`src/rtl/biriscv_divider_iter_pkg.sv`:
```
// rtl/biriscv_divider_iter_pkg.sv - RV32M divide opcode mask/match constants and decode helper
package biriscv_divider_iter_pkg;

  localparam logic [31:0] INST_DIV_MASK = 32'hfe00707f;
  localparam logic [31:0] INST_DIV      = 32'h02004033;
  localparam logic [31:0] INST_DIVU     = 32'h02005033;
  localparam logic [31:0] INST_REM      = 32'h02006033;
  localparam logic [31:0] INST_REMU     = 32'h02007033;

  typedef struct packed {
    logic is_div;
    logic is_signed;
    logic is_rem;
  } div_decode_t;

  function automatic div_decode_t div_decode(input logic [31:0] op);
    div_decode_t d;
    logic [31:0] m;
    m           = op & INST_DIV_MASK;
    d.is_div    = (m == INST_DIV) || (m == INST_DIVU) || (m == INST_REM) || (m == INST_REMU);
    d.is_signed = (m == INST_DIV) || (m == INST_REM);
    d.is_rem    = (m == INST_REM) || (m == INST_REMU);
    return d;
  endfunction

endpackage

```
`src/rtl/biriscv_div_step.sv`:
```
// rtl/biriscv_div_step.sv - one combinational restoring shift-subtract step
module biriscv_div_step (
  input  logic [31:0] rem,
  input  logic [31:0] quot,
  input  logic [31:0] divisor,
  output logic [31:0] rem_next,
  output logic [31:0] quot_next
);

  logic [32:0] shifted;
  logic        fits;

  // rem < divisor on entry, so the shifted remainder fits in 33 bits and the
  // restored/subtracted result always fits back in 32
  assign shifted   = {rem, quot[31]};
  assign fits      = (shifted >= {1'b0, divisor});
  assign rem_next  = fits ? 32'(shifted - {1'b0, divisor}) : shifted[31:0];
  assign quot_next = {quot[30:0], fits};

endmodule

```
`src/rtl/biriscv_divider_iter.sv`:
```
// rtl/biriscv_divider_iter.sv - iterative RV32M DIV/DIVU/REM/REMU unit
module biriscv_divider_iter
  import biriscv_divider_iter_pkg::*;
#(
  parameter int ITER_PER_CYCLE = 1
) (
  input  logic        clk_i,
  input  logic        rst_ni,
  input  logic        opcode_valid_i,
  input  logic [31:0] opcode_opcode_i,
  input  logic [31:0] opcode_ra_operand_i,
  input  logic [31:0] opcode_rb_operand_i,
  input  logic        flush_i,
  input  logic        hold_i,
  output logic        busy_o,
  output logic        writeback_valid_o,
  output logic [31:0] writeback_value_o
);

  localparam int          N_ITER = 32 / ITER_PER_CYCLE;
  localparam logic [5:0]  N_LAST = 6'(N_ITER);

  typedef enum logic [1:0] {ST_IDLE, ST_BUSY, ST_DONE} state_t;

  state_t      state_q, state_next;
  logic [5:0]  count_q;
  logic [31:0] rem_q, quot_q, divisor_q, dividend_raw_q;
  logic        neg_q_q, neg_r_q, div_zero_q, is_rem_q;
  logic        busy_q, wb_valid_q;
  logic [31:0] wb_value_q;

  div_decode_t dec;
  logic        accept;
  logic [31:0] a_abs, b_abs;
  logic [31:0] q_res, r_res;

  assign dec    = div_decode(opcode_opcode_i);
  assign accept = opcode_valid_i && dec.is_div && !flush_i;
  assign a_abs  = (dec.is_signed && opcode_ra_operand_i[31]) ? -opcode_ra_operand_i : opcode_ra_operand_i;
  assign b_abs  = (dec.is_signed && opcode_rb_operand_i[31]) ? -opcode_rb_operand_i : opcode_rb_operand_i;

  logic [31:0] rem_c  [ITER_PER_CYCLE+1];
  logic [31:0] quot_c [ITER_PER_CYCLE+1];

  assign rem_c[0]  = rem_q;
  assign quot_c[0] = quot_q;

  for (genvar i = 0; i < ITER_PER_CYCLE; i++) begin : g_step
    biriscv_div_step u_step (
      .rem       (rem_c[i]),
      .quot      (quot_c[i]),
      .divisor   (divisor_q),
      .rem_next  (rem_c[i+1]),
      .quot_next (quot_c[i+1])
    );
  end

  // Divide-by-zero results are fixed by the ISA; overflow needs no special case
  assign q_res = div_zero_q ? 32'hffff_ffff : (neg_q_q ? -quot_q : quot_q);
  assign r_res = div_zero_q ? dividend_raw_q : (neg_r_q ? -rem_q : rem_q);

  always_ff @(posedge clk_i) begin
    if (!rst_ni) state_q <= ST_IDLE;
    else         state_q <= state_next;
  end

  always_comb begin
    state_next = state_q;
    case (state_q)
      ST_IDLE: if (accept) state_next = ST_BUSY;
      ST_BUSY: begin
        if (flush_i)               state_next = ST_IDLE;
        else if (count_q == N_LAST) state_next = ST_DONE;
      end
      ST_DONE: if (flush_i || !hold_i) state_next = ST_IDLE;
      default: state_next = ST_IDLE;
    endcase
  end

  always_ff @(posedge clk_i) begin
    if (!rst_ni) begin
      count_q        <= '0;
      rem_q          <= '0;
      quot_q         <= '0;
      divisor_q      <= '0;
      dividend_raw_q <= '0;
      neg_q_q        <= 1'b0;
      neg_r_q        <= 1'b0;
      div_zero_q     <= 1'b0;
      is_rem_q       <= 1'b0;
      busy_q         <= 1'b0;
      wb_valid_q     <= 1'b0;
      wb_value_q     <= '0;
    end else begin
      busy_q <= (state_next != ST_IDLE);
      case (state_q)
        ST_IDLE: begin
          if (accept) begin
            rem_q          <= '0;
            quot_q         <= a_abs;
            divisor_q      <= b_abs;
            dividend_raw_q <= opcode_ra_operand_i;
            neg_q_q        <= dec.is_signed && (opcode_ra_operand_i[31] ^ opcode_rb_operand_i[31])
                              && (opcode_rb_operand_i != 32'd0);
            neg_r_q        <= dec.is_signed && opcode_ra_operand_i[31];
            div_zero_q     <= (opcode_rb_operand_i == 32'd0);
            is_rem_q       <= dec.is_rem;
            count_q        <= '0;
          end
        end
        ST_BUSY: begin
          if (!flush_i) begin
            if (count_q == N_LAST) begin
              wb_valid_q <= 1'b1;
              wb_value_q <= is_rem_q ? r_res : q_res;
            end else begin
              rem_q   <= rem_c[ITER_PER_CYCLE];
              quot_q  <= quot_c[ITER_PER_CYCLE];
              count_q <= count_q + 6'd1;
            end
          end
        end
        ST_DONE: if (flush_i || !hold_i) wb_valid_q <= 1'b0;
        default: wb_valid_q <= 1'b0;
      endcase
    end
  end

  assign busy_o            = busy_q;
  assign writeback_valid_o = wb_valid_q;
  assign writeback_value_o = wb_value_q;

endmodule
```
`config.mk`:
```
export PLATFORM = sky130hd
export DESIGN_NAME = biriscv_divider_iter
export DESIGN_NICKNAME = d
export VERILOG_FILES = /design/src/rtl/biriscv_divider_iter_pkg.sv /design/src/rtl/biriscv_div_step.sv /design/src/rtl/biriscv_divider_iter.sv
export SDC_FILE = /design/constraint.sdc
export NUM_CORES = 1
export LEC_CHECK = 0
export BUFFER_PORTS_ARGS = -buffer_cell sky130_fd_sc_hd__buf_2
export CAP_MARGIN = 40
export CELL_PAD_IN_SITES_DETAIL_PLACEMENT = 2
export CELL_PAD_IN_SITES_GLOBAL_PLACEMENT = 2
export CORE_ASPECT_RATIO = 0.5
export CORE_MARGIN = 1
export CORE_UTILIZATION = 32
export CTS_CLUSTER_SIZE = 8
export DETAILED_ROUTE_END_ITERATION = 10
export GPL_ROUTABILITY_DRIVEN = 0
export HOLD_SLACK_MARGIN = 0.08
export PLACE_DENSITY = 0.86
export SLEW_MARGIN = 20
export SYNTH_ARGS = -nofsm -noshare
export SYNTH_HDL_FRONTEND = slang
export SYNTH_HIERARCHICAL = 1
export SYNTH_SLANG_ARGS = --single-unit
```
`constraint.sdc`:
```
create_clock -name clk_i -period 2.9 [get_ports clk_i]
set_input_delay 0.58 -clock clk_i [delete_from_list [all_inputs] [get_ports clk_i]]
set_output_delay 0.58 -clock clk_i [all_outputs]
set_load 0.02 [all_outputs]
```
# == Word-level counts from Yosys, hierarchy flattened ==
# Index checks and enable logic that the tools add are counted.
# op_classes
muxes,29
n_reduce_logical,23
magnitude_cmp,1
addsub,6
eq_ne,12
bitwise,3
# op_table
op,count
$mux W32,14
$neg A32 Y32,4
$pmux W32 S2,2
$eq A17 B11 Y1 const B,4
$ge A33 B32 Y1,1
$logic_not A32 Y1,1
$reduce_bool A32 Y1,1
$sub A32 B32 Y32,1
$mux W6,3
$pmux W6 S2,1
$ne A2 B2 Y1 const B,5
$mux W2,4
$reduce_and A4 Y1,2
$add A6 B1 Y6 const B,1
$eq A6 B6 Y1 const B,1
$logic_and A1 B1 Y1,6
$logic_or A1 B1 Y1,6
$pmux W2 S3,1
$reduce_bool A2 Y1,2
$mux W1,3
$pmux W1 S3,1
$reduce_and A3 Y1,1
$eq A2 B1 Y1 const B,1
$eq A2 B2 Y1 const B,1
other kinds (5),7
# totals
register_bits,174
out_inout_bits,34
in_bits,101

# == Longest topological paths before layout ==
# Gate-level depths: netlist of run 1.
# depth
ltp_word,9
depth_mapped,15
depth_no_buf,13

# == By module ==
# The synthesis of run 1 kept the hierarchy.
# modules_own_cells
module,area_per_inst_um2,n_inst,cells_per_inst
biriscv_divider_iter,9820.7,1,1283
biriscv_div_step,2575.0,1,357

# == Worst setup path before layout of run 1 ==
# No wires, ideal clock.
# synth_timing
path_type,register to register
start,register rem_q[13]
end,register rem_q[27]
synth_period_minus_slack_ns,3.151
setup_slack_ns,-0.251
arrival_ns,3.018
n_path_buf,2
stages_incl_launch_ff,14
t_required_ns,2.768
cell_sequence,dfxtp_1 ha_1 buf_2 a21o_1 a21o_1 a21o_1 a221o_1 a31oi_4 o311ai_2 a41oi_4 buf_6 mux2_1 nand3_1 a21oi_1
# synth_rtl
item,line_no,text
"start, declared",biriscv_divider_iter.sv:27,"logic [31:0] rem_q, quot_q, divisor_q, dividend_raw_q;"
"start signal, assigned",biriscv_divider_iter.sv:117,rem_q <= rem_c[ITER_PER_CYCLE];

==> results.md, run 1 <==
* Num rows at 50
* Final Setup Violations at 41
* Initial antenna violation count at 7
* Worst vdd ir at 0.000325 V
* Clock slew at reported path FFs at 0.08 ns
* Type of origin of the critical path: register
* Worst Min Path Start: opcode_ra_operand_i[13]
* Most frequent cells in the layout: 210 x nand2_1, 176 x buf_4, 155 x dfxtp_1
* Critical Path AT at 4.12 ns
* Total number of vias at 16932
* Synth warn at 6
* Die height at 141 um
* Bufs on Longest Clock Path at 2
* Layout cells sized above 1 at 0.273
* Main synth FF type: dfxtp_1
* Worst R2R Path Depth at 14
* Worst slew pin tran at 0.966 ns
* P_leak at 6.40 nW
* Commonest non-fill, non-tap cell in the layout: nand2_1
* CP required at 3.24 ns
* Vias in the first global route at 17376
* Placed insts at 2309
* I/O pins at 135
* Num Clock Sinks at 174
* Post-Syn Area at 12400 um2
* Reg-to-Reg Start: divisor_q[28]$_SDFFE_PN0P_
* Number of DRC markers in iteration 0 at 2382
* Post-synth ARST share at 0
* Post-synth EDFFs at 0
* Post-synth cell types at 74
* Largest net degree at the start of global routing at 49
* Total CTS buffers at 17
* Post-Route WL at 91200 um
* Failing checks: negative setup slack
* DP HPWL at 47300 um
* DR vias/cell at 7.17
* Fmax at 264 MHz
* Capture point of the worst reg-to-reg path: rem_q[9]$_SDFFE_PN0P_
* Maxcap violations at 0
* Post-route cell area at 15900 um2
* Clock root buffer: clkbuf_16
* Nets at 1965
* DRC Markers at 0
* Final Non-Filler Cells at 2362
* Initial core utilization at 0.328
* Hold Fails Final Rpt at 0
* Clk_lat worst skew at 0.50 ns
* Die Wd at 280 um
* Status: finished with violations
* Syn_nets at 1780
* H-tree depth at 4
* Core Area at 37800 um2
* Hold Path Stages at 3
* Full die area at 39600 um2
* Residual overflow from global routing at 0
* Area Growth Syn to Fin at 28.2%
* RSZ-0062 raised after global routing: true
* Port Buf Inserts at 119
* Antenna Violating Nets Remaining at 0
* Seq cells post-synth at 174
* Max-slew headroom at 0.352
* Hold Path End: dividend_raw_q[13]$_SDFFE_PN0P_
* CP max FO at 8
* Class of the most critical hold timing path: in -> reg
* Flop2flop setup slack at -0.88 ns
* Global-route wire length before repair at 120000 um
* Final Worst Setup Slack at -0.884 ns
* Fin crit period at 3.78 ns
* Global-route usage over all layers at 0.410
* Mean Syn Cell Area at 7.56 um2
* Fin crit share at 1.30
* Area occupied by multi-input gates at 8670 um2
* Max-slew violation count at 0
* Worst Skew at 0.0126 ns
* WS Path Type: reg -> reg
* First-pass detailed-route iteration total at 9
* CP endpoint kind: register
* Synth Instances at 1640
* Seq/Total Area, Yosys at 0.281
* P per Cell Area at 338 nW/um2
* Drt wl/cell at 38.6 um
* Register area at 3520 um2
* DP Area at 14400 um2
* CTS tree: built
* Number of fill cells at 4114
## per-stage QoR
stage	setup TNS [ns]	setup slack [ns]	utilization	hold slack [ns]	total power (W)
detailed placement	-8.05	-0.378	0.382	0.442	0.00272
global placement	-1.19	-0.104	0.382	0.424	0.00271
floorplan	0	0.00269	-	0.428	0.00254
CTS	-10.36	-0.350	0.413	0.383	0.00527
global route	-26.38	-0.820	0.420	0.411	0.00540
finish	-28.14	-0.884	0.420	0.382	0.00537
## worst max-delay path, cell delays in order (launching register included)
cell	delay, ns
dfxtp_1	0.35
inv_1	0.21
ha_1	0.44
nand2_2	0.10
nor2_1	0.23
nand4_1	0.23
or4_4	0.58
o41ai_4	0.36
buf_4	0.19
a41oi_4	0.04
buf_12	0.19
buf_12	0.15
mux2_1	0.34
nand3_1	0.10
a21oi_1	0.09
## synthesized netlist by cell type (all sizes together), types with 5 or more instances
master | number | area (um2)
a31oi | 14 | 103
o22ai | 13 | 81.3
xnor2 | 74 | 648
nor2b | 6 | 37.5
o41ai | 19 | 200
o31ai | 23 | 173
or3 | 25 | 156
xor2 | 56 | 490
nor3 | 44 | 225
o21bai | 5 | 37.5
a21oi | 166 | 831
a21o | 23 | 173
a221oi | 13 | 114
nand2b | 10 | 62.6
o311ai | 5 | 51.3
mux2i | 25 | 250
a22o | 6 | 52.6
clkbuf | 96 | 360
ha | 38 | 475
nor2 | 81 | 304
and2 | 6 | 37.5
nor3b | 6 | 45.0
mux2 | 30 | 338
nand3 | 83 | 415
o221ai | 9 | 78.8
nand4 | 23 | 144
dfxtp | 174 | 3480
buf | 48 | 334
nor4b | 5 | 43.8
a211oi | 15 | 113
nand2 | 214 | 803
o21a | 7 | 52.6
or2 | 5 | 31.3
nor4 | 21 | 131
o211ai | 23 | 173
o21ai | 93 | 465
or4 | 16 | 120
and3 | 10 | 62.6
inv | 63 | 236
## routing by layer
metal | routed length [um] | GRT usage | part of all wire
met1 | 32000 | 0.457 | 0.35
met2 | 39800 | 0.665 | 0.44
met3 | 10400 | 0.115 | 0.11
met4 | 8970 | 0.324 | 0.098
met5 | 117 | 0.00733 | 0.0013
## kinds of logic (layout without fill, tap and decap cells)
group | after synthesis | count (layout) | share of synthesized area
simple gates | 569 | 569 | 0.222
fa+ha+maj | 39 | 39 | 0.0400
flops | 174 | 174 | 0.281
other cells | 0 | 6 | 0
compound gates | 466 | 466 | 0.243
xor+xnor | 130 | 130 | 0.0919
mux | 55 | 55 | 0.0474
buf+inv | 207 | 403 | 0.0751
## worst max-delay path by stage
stage	start	end	slack (ns)	cells past startpoint
after floorplan	rem_q[7]$_SDFFE_PN0P_	rem_q[24]$_SDFFE_PN0P_	0.003	13
after global placement	quot_q[31]$_SDFFE_PN0P_	rem_q[28]$_SDFFE_PN0P_	-0.10	14
after detailed placement	quot_q[31]$_SDFFE_PN0P_	rem_q[28]$_SDFFE_PN0P_	-0.38	14
after CTS	divisor_q[6]$_SDFFE_PN0P_	rem_q[13]$_SDFFE_PN0P_	-0.35	15
after global routing	divisor_q[7]$_SDFFE_PN0P_	rem_q[9]$_SDFFE_PN0P_	-0.82	15
final	divisor_q[28]$_SDFFE_PN0P_	rem_q[9]$_SDFFE_PN0P_	-0.88	14
## layout make-up
| class | count | area share |
|---|---|---|
| diodes | 6 | 0.000945 |
| clock buffers | 23 | 0.0314 |
| clock inverters | 7 | 0.00638 |
| inverters | 63 | 0.0151 |
| multi-input cells | 1259 | 0.546 |
| flip-flops and latches | 174 | 0.221 |
| well taps | 520 | 0.0410 |
| repair buffers | 310 | 0.138 |
## registers in the layout, indices dropped and copies added (netlist names)
register,count
quot_q,32
writeback_value_o,32
divisor_q,32
dividend_raw_q,32
count_q,6
div_zero_q,1
rem_q,32
is_rem_q,1
writeback_valid_o,1
state_q,2
busy_o,1
neg_r_q,1
neg_q_q,1
## power by group
part	switching, W	total [W]	internal [W]
Combinational	0.000227	0.000324	0.0000970
Clock	0.00127	0.00266	0.00139
Sequential	0.0000000223	0.00238	0.00238
## timing repair
| item | 4_1_cts | 5_1_grt |
|---|---|---|
| setup endpoints to repair | 33 | 82 |
| hold buffers | 0 | 0 |
| pin swaps | 27 | 18 |
| gates cloned | 2 | 0 |
| setup buffers | 12 | 4 |
| resized for setup | 89 | 56 |
No activity file was read; power rests on OpenSTA's default activity.
==> inputs of run 2 (changes only) <==
Settings changed: CELL_PAD_IN_SITES_DETAIL_PLACEMENT 2 to 1, PLACE_DENSITY 0.86 to default, PLACE_DENSITY_LB_ADDON from default to 0.1.
==> run 2 against run 1 <==
Against the previous run: the run still ends with negative setup slack left; design area fell by 1.5%; register-to-register slack better by 0.74 ns; highest routed layer is now met4; clock-buffer cell count shrank 6; first-iteration DRC count is 68% lower; power is 2.2% lower; critical path type unchanged; sequential share of layout area up 0.26 points; routed wire length decreased by 43%; critical path depth is the same; die area unchanged; final cell count shrank 0.25%; sequential cell count is the same; sequential power about the same.
==> results.md, run 2 (synthesis results as in run 1) <==
* Status: finished with violations
* Failing checks: negative setup slack
* Full die area at 39600 um2
* Hold Fails Final Rpt at 0
* Commonest non-fill, non-tap cell in the layout: nand2_1
* Hold WS at 0.371 ns
* Num rows at 50
* Total CTS buffers at 17
* Worst Skew at 0.0147 ns
* DP HPWL at 39500 um
* CP required at 3.23 ns
* Fin crit period at 3.05 ns
* Post-Route WL at 52100 um
* First-pass detailed-route iteration total at 5
* Initial antenna violation count at 2
* Nets at 1962
* Reg-to-Reg Start: divisor_q[14]$_SDFFE_PN0P_
* Most frequent cells in the layout: 213 x nand2_1, 174 x buf_4, 162 x dfxtp_1
* Die height at 141 um
* Capture point of the worst reg-to-reg path: rem_q[5]$_SDFFE_PN0P_
* Fin crit share at 1.05
* Max-slew violation count at 0
* Layout cells sized above 1 at 0.251
* Hold Path Stages at 3
* Worst Min Path Start: opcode_opcode_i[13]
* Critical Path AT at 3.38 ns
* Clock slew at reported path FFs at 0.08 ns
* Core Area at 37800 um2
* Clock root buffer: clkbuf_16
* Clk_lat worst skew at 0.46 ns
* CTS tree: built
* Total number of vias at 13122
* Final Setup Violations at 32
* Largest net degree at the start of global routing at 73
* Final Total Pwr at 0.00525 W
* WS Path Type: reg -> reg
* H-tree depth at 4
* Worst R2R Path Depth at 14
* Residual overflow from global routing at 0
* Fmax at 328 MHz
* Hold Path End: is_rem_q$_SDFFE_PN0P_
* Flop2flop setup slack at -0.15 ns
* Port Buf Inserts at 119
* Area Growth Syn to Fin at 26.3%
* Hold_buf cts at 0
* Global-route wire length before repair at 79100 um
* CP max FO at 4
* Initial core utilization at 0.328
* Global-route usage over all layers at 0.261
* Worst slew pin tran at 0.744 ns
* Antenna Violating Nets Remaining at 0
* I/O pins at 135
* CP endpoint kind: register
* Vias in the first global route at 13253
* P_leak at 6.38 nW
* Bufs on Longest Clock Path at 2
* Die Wd at 280 um
* Type of origin of the critical path: register
* Class of the most critical hold timing path: in -> reg
* Max-slew headroom at 0.504
* RSZ-0062 raised after global routing: true
* Drt wl/cell at 22.1 um
* DR vias/cell at 5.57
* Final Worst Setup Slack at -0.148 ns
* Maxcap violations at 0
* Num Clock Sinks at 174
* Worst vdd ir at 0.000418 V
* Number of fill cells at 4660
* DRC Markers at 0
* P per Cell Area at 335 nW/um2
* Number of DRC markers in iteration 0 at 768
==> run 2: cell types whose count changed in the layout (fill, tap and decap cells not counted), moves of 4 or more <==
cell	before	now
a21oi_1	148	155
a21oi_2	18	11
buf_12	11	7
dfxtp_1	155	162
dfxtp_2	15	9
diode_2	6	1
ha_1	22	27
ha_4	13	9
inv_8	0	6
mux2_4	25	29
nand3_1	63	68
nand3_2	19	15
==> run 2: critical path: stages (launching register included) <==
cell       delay [ns]
dfxtp_4          0.38
inv_4            0.04
ha_4             0.21
a21o_1           0.19
a21o_1           0.18
a21o_1           0.19
a221o_1          0.35
a31oi_4          0.21
o311ai_4         0.12
a41oi_4          0.29
buf_6            0.18
clkbuf_16        0.15
mux2_4           0.31
nand3_2          0.07
a21oi_2          0.05
==> run 2: worst max-delay path by stage <==
| stage | startpoint | slack, ns | end | depth (start not counted) |
|---|---|---|---|---|
| after floorplan | rem_q[7]$_SDFFE_PN0P_ | 0.003 | rem_q[24]$_SDFFE_PN0P_ | 13 |
| after global placement | quot_q[31]$_SDFFE_PN0P_ | -0.07 | rem_q[28]$_SDFFE_PN0P_ | 14 |
| after detailed placement | divisor_q[13]$_SDFFE_PN0P_ | -0.14 | rem_q[16]$_SDFFE_PN0P_ | 13 |
| after CTS | divisor_q[14]$_SDFFE_PN0P_ | -0.13 | rem_q[3]$_SDFFE_PN0P_ | 14 |
| after global routing | divisor_q[14]$_SDFFE_PN0P_ | -0.21 | rem_q[15]$_SDFFE_PN0P_ | 14 |
| final | divisor_q[14]$_SDFFE_PN0P_ | -0.15 | rem_q[5]$_SDFFE_PN0P_ | 14 |
==> run 2: metrics by stage <==
stage	std cells	cell area, um2	util	setup slack (ns)	setup TNS, ns
after floorplan	1640	12500	-	0.00269	0
after global routing	2356	15700	0.414	-0.211	-5.36
final	2356	15700	0.414	-0.148	-3.01
after CTS	2354	15500	0.410	-0.129	-2.71
after global placement	2313	14500	0.383	-0.0727	-1.18
after detailed placement	2313	14500	0.383	-0.137	-3.39
==> run 2: layout make-up <==
| class | instances | area (um2) | area share |
|---|---|---|---|
| multi-input cells | 1259 | 8460 | 0.540 |
| flip-flops and latches | 174 | 3510 | 0.224 |
| repair buffers | 307 | 2150 | 0.138 |
| well taps | 520 | 651 | 0.0416 |
| clock buffers | 17 | 425 | 0.0272 |
| inverters | 63 | 240 | 0.0153 |
| clock inverters | 15 | 219 | 0.0140 |
| diodes | 1 | 2.50 | 0.000160 |
==> run 2: power by group <==
group | internal (W) | switching, W
registers | 0.00238 | 0.0000000134
logic | 0.0000940 | 0.000165
clock network | 0.00135 | 0.00126
total | 0.00382 | 0.00143
==> run 2: what timing repair did <==
action / in CTS / in global routing
buffers inserted: 7 / 1
cloned: 2 / 1
endpoints found under the setup margin: 33 / 34
gates resized for setup: 59 / 41
pin swaps: 17 / 20
==> run 2: layer usage <==
layer,track usage,part of all wire,wire length (um),vias to the layer above
li1,-,-,-,6251
met1,0.366,0.49,25400,6619
met2,0.425,0.46,23900,214
met3,0.0355,0.042,2170,38
met4,0.0526,0.012,648,0
met5,0,0,0,-
==> inputs of run 3 (changes only) <==
Settings changed: CELL_PAD_IN_SITES_DETAIL_PLACEMENT 1 to default, CELL_PAD_IN_SITES_GLOBAL_PLACEMENT 2 to default, CORE_UTILIZATION 32 to 54, PLACE_DENSITY from default to 0.77, PLACE_DENSITY_LB_ADDON 0.1 to default.
==> run 3 against run 2 <==
Against the previous run: the flow still finishes with violations (negative setup slack); sequential power is essentially flat; maximum frequency shrank 0.40%; non-clock buffer count shrank 34; clock skew shrank 0.0026 ns; hold slack lost 0.0099 ns; clock-buffer cell count grew 2; worst setup slack lost 0.012 ns; die area shrank 40%; sequential share of layout area grew 0.66 points; critical endpoint is now rem_q[3]$_SDFFE_PN0P_; largest cell class unchanged.
==> results.md, run 3 (synthesis results as in run 1) <==
* Largest net degree at the start of global routing at 91
* Slowest library cell on the worst path: a221o_1
* CP max FO at 5
* DRC Markers at 0
* I/O pins at 135
* Clock root buffer: clkbuf_16
* P_leak at 6.19 nW
* Nets at 1928
* Final Non-Filler Cells at 2101
* Hold Fails Final Rpt at 0
* Commonest non-fill, non-tap cell in the layout: nand2_1
* Worst stage delay on the critical path at 0.36 ns
* Num Clock Sinks at 174
* Clock slew at reported path FFs at 0.07 ns
* WS Path Type: reg -> reg
* Clk_lat worst skew at 0.47 ns
* WP buf/inv at 2
* Layout cells sized above 1 at 0.244
* Top delay family on crit path: compound AO/OA/AOI/OAI gates
* CP endpoint kind: register
* Status: finished with violations
* Most frequent cells in the layout: 211 x nand2_1, 162 x a21oi_1, 159 x dfxtp_1
* Global-route usage over all layers at 0.357
* Post-Route WL at 44400 um
* Number of DRC markers in iteration 0 at 1799
* Number of fill cells at 1687
* Failing checks: negative setup slack
* Most frequent CP cell: a21o_1
* Num rows at 38
* Global-route wire length before repair at 66200 um
* RSZ-0062 raised after global routing: true
* Class of the most critical hold timing path: in -> reg
* Die height at 109 um
* H-tree depth at 4
* Full die area at 23600 um2
* DP Worst Slack at -0.145 ns
* Fin crit period at 3.06 ns
* DR vias/cell at 6.52
* DP HPWL at 30600 um
* Bufs on Longest Clock Path at 2
* Core Area at 22100 um2
* Final Core Density at 0.689
* First-pass detailed-route iteration total at 7
* Hold_buf cts at 0
* Port Buf Inserts at 119
* Initial core utilization at 0.562
* Area Growth Syn to Fin at 22.6%
* Residual overflow from global routing at 0
* Worst-path cell chain: ha_4 -> a21o_1 -> a21o_1 -> a21o_1 -> a221o_1 -> a31oi_4 -> o311ai_4 -> a41oi_4 -> buf_12 -> buf_12 -> mux2_4 -> nand3_2 -> a21oi_1
* Die Wd at 216 um
* Fmax at 327 MHz
* Maxcap violations at 0
* Type of origin of the critical path: register
* Total CTS buffers at 17
* Worst slew pin tran at 0.823 ns
* Total number of vias at 13707
* Critical Path AT at 3.38 ns
* CP required at 3.22 ns
* Worst vdd ir at 0.000339 V
* Final Worst Setup Slack at -0.160 ns
* Antenna Violating Nets Remaining at 0
* Post-route cell area at 15200 um2
* DP Area at 13900 um2
* P per Cell Area at 333 nW/um2
* Initial antenna violation count at 0
* Vias in the first global route at 12453
* Worst Skew at 0.0120 ns
* Diode count at 0
* CTS tree: built
* Final Total Pwr at 0.00507 W
* Placed insts at 2053
* Final Setup Violations at 28
* Max-slew headroom at 0.450
* Drt wl/cell at 21.1 um
* Fin crit share at 1.06
* Max-slew violation count at 0
run 3: through the flow:
stage	setup TNS, ns	hold slack [ns]
after global placement	-0.780	0.422
after CTS	-0.515	0.354
after floorplan	0	0.428
after detailed placement	-3.14	0.426
final	-2.82	0.361
after global routing	-5.43	0.378
run 3: final timing paths:
check	start	to	slack, ns	depth (start not counted)
setup / recovery	rem_q[13]$_SDFFE_PN0P_	rem_q[3]$_SDFFE_PN0P_	-0.16	13
hold / removal	opcode_opcode_i[13]	is_rem_q$_SDFFE_PN0P_	0.36	3
setup reg to reg	rem_q[13]$_SDFFE_PN0P_	rem_q[3]$_SDFFE_PN0P_	-0.16	13
hold reg to reg	writeback_value_o[18]$_SDFFE_PN0P_	writeback_value_o[18]$_SDFFE_PN0P_	0.43	2
run 3: where the power goes:
group          internal [W]  total (W)  switching [W]
sequential          0.00239    0.00239   0.0000000136
combinational     0.0000927   0.000256       0.000163
clock               0.00136    0.00242        0.00106
run 3: tightest hold or removal path: cells and delay by family:
family          cells  cell delay, ns
simple gates        1            0.04
buf+inv             1            0.10
compound gates      1            0.05
run 3: cell type report:
| cell class | instances | area, um2 | area share |
|---|---|---|---|
| clock buffers | 19 | 433 | 0.0285 |
| clock inverters | 13 | 164 | 0.0108 |
| inverters | 63 | 245 | 0.0161 |
| multi-input cells | 1259 | 8540 | 0.561 |
| flip-flops and latches | 174 | 3500 | 0.231 |
| well taps | 300 | 375 | 0.0247 |
| repair buffers | 273 | 1940 | 0.128 |
run 3: timing repair:
action,in CTS,in global routing
pin swaps,8,27
setup buffers,11,5
setup endpoints to repair,30,36
gates resized for setup,44,75
gates cloned,2,2
run 3: layer usage:
| layer | GRT usage | part of all wire | vias up |
|---|---|---|---|
| met5 | 0 | 0 | - |
| met4 | 0.148 | 0.037 | 0 |
| met3 | 0.0831 | 0.11 | 154 |
| met2 | 0.573 | 0.45 | 918 |
| met1 | 0.464 | 0.40 | 6435 |
| li1 | - | - | 6200 |
